$ cat src/rtl/div_arbiter.sv
// Round-robin arbiter and sequencer that shares one iterative signed divider between two clients.
// Drives the divider's restart/ready handshake and returns quotient, overflow or timeout to the owner.
module div_arbiter #(
    parameter int unsigned TIMEOUT = 40
) (
    input  logic        clock,
    input  logic        reset,
    input  logic        req0,
    input  logic        req1,
    input  logic [31:0] dividend0,
    input  logic [31:0] dividend1,
    input  logic [31:0] divisor0,
    input  logic [31:0] divisor1,
    output logic        grant0,
    output logic        grant1,
    output logic        done0,
    output logic        done1,
    output logic [31:0] result,
    output logic        overflow,
    output logic        err,
    output logic [31:0] div_dividend,
    output logic [31:0] div_divisor,
    output logic        div_reset,
    input  logic [31:0] div_result,
    input  logic        div_overflow,
    input  logic        div_ready
);

    localparam int unsigned   CW        = $clog2(TIMEOUT + 1);
    localparam logic [CW-1:0] TIMEOUT_C = CW'(TIMEOUT);

    typedef enum logic [1:0] {
        IDLE = 2'd0,
        LOAD = 2'd1,
        RUN  = 2'd2,
        DONE = 2'd3
    } state_t;

    state_t        state_q, state_d;
    logic          owner_q, owner_d;
    logic          last_q, last_d;
    logic [CW-1:0] cnt_q, cnt_d;
    logic          grant0_q, grant0_d;
    logic          grant1_q, grant1_d;
    logic          done0_q, done0_d;
    logic          done1_q, done1_d;
    logic [31:0]   result_q, result_d;
    logic          overflow_q, overflow_d;
    logic          err_q, err_d;
    logic [31:0]   dvd_q, dvd_d;
    logic [31:0]   dvs_q, dvs_d;

    logic          sel_s;
    logic [CW-1:0] cnt_inc_s;

    // On a tie the requester not served last wins; otherwise the lone requester wins.
    assign sel_s     = (req0 & req1) ? ~last_q : req1;
    assign cnt_inc_s = cnt_q + CW'(1);

    // Next-state and next-output decode for the sequencer.
    always_comb begin
        state_d    = state_q;
        owner_d    = owner_q;
        last_d     = last_q;
        cnt_d      = cnt_q;
        grant0_d   = grant0_q;
        grant1_d   = grant1_q;
        done0_d    = 1'b0;
        done1_d    = 1'b0;
        result_d   = result_q;
        overflow_d = overflow_q;
        err_d      = err_q;
        dvd_d      = dvd_q;
        dvs_d      = dvs_q;
        case (state_q)
            IDLE: begin
                if (req0 | req1) begin
                    owner_d  = sel_s;
                    grant0_d = ~sel_s;
                    grant1_d = sel_s;
                    dvd_d    = sel_s ? dividend1 : dividend0;
                    dvs_d    = sel_s ? divisor1  : divisor0;
                    state_d  = LOAD;
                end else begin
                    state_d  = IDLE;
                end
            end
            LOAD: begin
                // Overflow is decided from the operands alone, so the divider is never run.
                if (div_overflow) begin
                    result_d   = 32'd0;
                    overflow_d = 1'b1;
                    err_d      = 1'b0;
                    done0_d    = ~owner_q;
                    done1_d    = owner_q;
                    state_d    = DONE;
                end else begin
                    cnt_d      = {CW{1'b0}};
                    state_d    = RUN;
                end
            end
            RUN: begin
                if (div_ready) begin
                    result_d   = div_result;
                    overflow_d = 1'b0;
                    err_d      = 1'b0;
                    done0_d    = ~owner_q;
                    done1_d    = owner_q;
                    state_d    = DONE;
                end else if (cnt_inc_s == TIMEOUT_C) begin
                    result_d   = 32'd0;
                    overflow_d = 1'b1;
                    err_d      = 1'b1;
                    done0_d    = ~owner_q;
                    done1_d    = owner_q;
                    state_d    = DONE;
                end else begin
                    cnt_d      = cnt_inc_s;
                end
            end
            DONE: begin
                last_d   = owner_q;
                grant0_d = 1'b0;
                grant1_d = 1'b0;
                state_d  = IDLE;
            end
            default: begin
                grant0_d = 1'b0;
                grant1_d = 1'b0;
                state_d  = IDLE;
            end
        endcase
    end

    // State and registered outputs with synchronous active-low reset.
    always_ff @(posedge clock) begin
        if (!reset) begin
            state_q    <= IDLE;
            owner_q    <= 1'b0;
            last_q     <= 1'b1;
            cnt_q      <= {CW{1'b0}};
            grant0_q   <= 1'b0;
            grant1_q   <= 1'b0;
            done0_q    <= 1'b0;
            done1_q    <= 1'b0;
            result_q   <= 32'd0;
            overflow_q <= 1'b0;
            err_q      <= 1'b0;
            dvd_q      <= 32'd0;
            dvs_q      <= 32'd0;
        end else begin
            state_q    <= state_d;
            owner_q    <= owner_d;
            last_q     <= last_d;
            cnt_q      <= cnt_d;
            grant0_q   <= grant0_d;
            grant1_q   <= grant1_d;
            done0_q    <= done0_d;
            done1_q    <= done1_d;
            result_q   <= result_d;
            overflow_q <= overflow_d;
            err_q      <= err_d;
            dvd_q      <= dvd_d;
            dvs_q      <= dvs_d;
        end
    end

    // Divider restart is held while in reset so it never runs on stale operands.
    assign div_reset    = ~reset | (state_q == LOAD);
    assign grant0       = grant0_q;
    assign grant1       = grant1_q;
    assign done0        = done0_q;
    assign done1        = done1_q;
    assign result       = result_q;
    assign overflow     = overflow_q;
    assign err          = err_q;
    assign div_dividend = dvd_q;
    assign div_divisor  = dvs_q;

endmodule

$ cat config.mk
export PLATFORM = sky130hd
export DESIGN_NAME = div_arbiter
export DESIGN_NICKNAME = d
export VERILOG_FILES = /design/src/rtl/div_arbiter.sv
export SDC_FILE = /design/constraint.sdc
export NUM_CORES = 1
export LEC_CHECK = 0
export BUFFER_PORTS_ARGS = -buffer_cell sky130_fd_sc_hd__buf_2
export CAP_MARGIN = 20
export CORE_ASPECT_RATIO = 1.4
export CORE_MARGIN = 2
export CORE_UTILIZATION = 41
export DETAILED_ROUTE_END_ITERATION = 6
export HOLD_SLACK_MARGIN = 0.15
export PLACE_DENSITY = 0.87
export SETUP_SLACK_MARGIN = 0.15
export SLEW_MARGIN = 15
export SYNTH_ARGS = -nofsm -noshare
export SYNTH_HDL_FRONTEND = slang
export SYNTH_SLANG_ARGS = --single-unit
$ cat constraint.sdc
create_clock -name clock -period 2 [get_ports clock]
set_input_delay 0.4 -clock clock [delete_from_list [all_inputs] [get_ports clock]]
set_output_delay 0.4 -clock clock [all_outputs]
set_load 0.05 [all_outputs]
==> summary.txt <==
Global routing
  • Largest net degree at the start of global routing: 56
  • Most Crowded Layer GR: met2
  • Initial antenna violation count: 0
  • First-pass GRT wire length: 22.73 mm
  • Met2 global-route usage: 0.3954
  • Grt met1 use: 0.2270
  • All-Layer GR Usage: 0.2083
  • Met3 Use GR: 0.04180
  • Grt total ovfl: 0
  • Vias in the first global route: 4877

Yosys
  • Synth Instances: 551
  • #FFs+latches synth: 112
  • Net Count, Synth: 724
  • Post-synth top flop: dfxtp_1
  • Syn_area_per_cell: 9.149 um2
  • Seq/Total Area, Yosys: 0.4448
  • Mapped cell area: 0.005041 mm2
  • Post-synth EDFFs: 0
  • Distinct cells, synth: 46
  • Synth Warn #: 0
  • Post-synth ARST share: 0

Layout
  • Layout net count: 1002
  • Ratio of cells with drive above 1 in the final layout: 0.4400
  • Area Growth Syn to Fin: 46.24%
  • N_diodes: 0
  • Fin area: 0.007372 mm2
  • Most frequent cells in the layout: buf_2 (268), dfxtp_1 (108), nor2_1 (73)
  • Core Util, Final: 0.6175
  • Commonest non-fill, non-tap cell in the layout: buf_2
  • Non-Filler Instances: 981

Worst setup path
  • Critical path data required time: 2.20 ns
  • Crit-path slowest cell: or3_4
  • Levels on crit path: 8
  • Critical path endpoint category: flop
  • Crit path cell chain: ha_4, and3_4, or3_4, a22o_4, nand2_8, buf_12, buf_12, a311oi_1
  • CP top delay family: simple AND/OR/NAND/NOR gates
  • Most frequent CP cell: buf_12
  • Buf+Inv Stages, Crit Path: 2
  • CP arrival: 2.10 ns
  • Startpoint types: flop
  • Crit Path Category: reg -> reg
  • Cells on worst reg2reg path: 8
  • Slowest Stage Delay on Critical Path: 0.39 ns
  • Largest fanout on the critical path: 6

Detailed routing
  • Routed Antenna Nets: 0
  • Wire length per cell: 15.47 um
  • Post-Route WL: 15.17 mm
  • Via density: 5.376
  • DR DRC count: 0
  • First-pass iteration count of the detailed router: 4
  • Via count: 5274
  • DRT iter0 DRCs: 196

Clock network
  • CTS Buf Count: 9
  • H-tree levels: 3
  • CTS max path bufs: 2
  • Clk slew on worst S/H paths: 0.08 ns
  • CTS tree: yes
  • CTS Root Cell: clkbuf_16
  • Hold buffers post-CTS: 0
  • Worst-skew pair later-pin latency: 0.34 ns
  • Clock Sinks: 112

Placed design
  • DP HPWL: 10.81 mm
  • Cell Area, Placed: 0.006711 mm2
  • Cells after DPL: 949
  • Buffers on Ports: 268
  • RePlAce Congestion: 0.8621

STA
  • Hold Vio Cnt, Final: 0
  • Final setup TNS: 0 ns
  • Clock skew: 0.01000 ns
  • Crit share post-route: 0.9498
  • Final setup viols: 0
  • Slew HR: 0.6598
  • Unrepaired setup endpoints after global routing: true
  • Worst slew pin tran: 0.5104 ns
  • Fmax: 526.4 MHz
  • Pins Over Slew Limit: 0
  • Min cycle time layout: 1.900 ns

Die
  • Core Rows: 47
  • Floorplan core area: 0.01194 mm2
  • Die height: 135.2 um
  • IO Pins: 269
  • Overall die width: 97.72 um
  • Starting Density: 0.4223
  • Die ar.: 0.01321 mm2

Hold path
  • Hold path cells: 3
  • Worst min path class: in -> reg

Pwr
  • Maximum vdd drop: 0.0008625 V
  • Static leakage: 3.285 nW
  • Power Dens Cells: 1333 mW/mm2

Status
  • Outcome: completed

Job
  • Max-Cap Viols: 0
## metal layers
layer | up-vias | share of wire
li1 | 2594 | -
met1 | 2421 | 0.37
met2 | 233 | 0.54
met4 | 0 | 0.024
met3 | 26 | 0.068
met5 | - | 0
## final cells by class
class | count | area [um2]
Tap cell | 147 | 183.9
Fill cell | 972 | 4566
Clock inverter | 7 | 52.55
Inverter | 11 | 42.54
Timing Repair Buffer | 315 | 1924
Multi-Input combinational cell | 380 | 2694
Sequential cell | 112 | 2250
Clock buffer | 9 | 225.2
## Yosys cell counts (2+ instances only)
master    instances  area share
a211oi_1         67        0.10
a21boi_0          2      0.0030
a21oi_1          40       0.040
a311oi_1         32       0.056
buf_1             5      0.0037
buf_2            13       0.013
buf_4             4      0.0060
clkbuf_1         25       0.019
dfxtp_1         112        0.44
ha_1              7       0.017
inv_1            10      0.0074
mux2i_1          65        0.13
nand2_1          44       0.033
nand3_1           8      0.0079
nand4_1           3      0.0037
nor2_1           75       0.056
o211ai_1          4      0.0060
o21ai_0           6      0.0060
or4_1             2      0.0030
## through the flow
step	hold WS [ns]	total power, mW	setup WS [ns]
6_report	0.3247	9.830	0.1005
5_1_grt	0.3234	10.32	0.06096
4_1_cts	0.3064	9.720	0.1203
3_5_place_dp	0.4436	7.888	0.03159
3_3_place_gp	0.4437	7.795	0.09536
2_1_floorplan	0.4356	6.549	0.1532
## final timing paths
check,start,endpoint,slack (ns)
hold / removal,div_result[20],result[20],0.32
hold reg to reg,overflow,overflow,0.48
setup / recovery,cnt_q[0],result[17],0.10
setup reg to reg,cnt_q[0],result[17],0.10
## registers in the layout, indices dropped and copies added, names as in the netlist
register,cells
last_q,1
div_dividend,32
cnt_q,6
grant1,1
done0,1
overflow,1
div_divisor,32
owner_q,1
err,1
state_q,2
done1,1
result,32
grant0,1
## cell families (layout without fill, tap and decap cells)
logic type	Yosys count	count (layout)	synth area share
adders and majority gates	7	7	0.01737
muxes	65	65	0.1291
DFF	112	112	0.4448
and+or+nand+nor	143	143	0.1216
AOI/OAI and AO/OA	165	165	0.2355
buffers and inverters	59	342	0.05163
## tightest hold or removal path: stages
cell and delay, ns:
buf_2 0.10, nand2_1 0.05, a311oi_1 0.07
## power breakdown
group          internal, mW  switching [mW]
Clock                 0.860           0.837
Combinational          1.48            3.52
Sequential             2.81           0.314
## timing repair
action	4_1_cts	5_1_grt
setup endpoints to repair	44	71
setup buffers	7	4
pin swaps	5	7
resized for setup	14	19
gates cloned	2	3
Note: power is estimated with default switching activity, not from simulation.
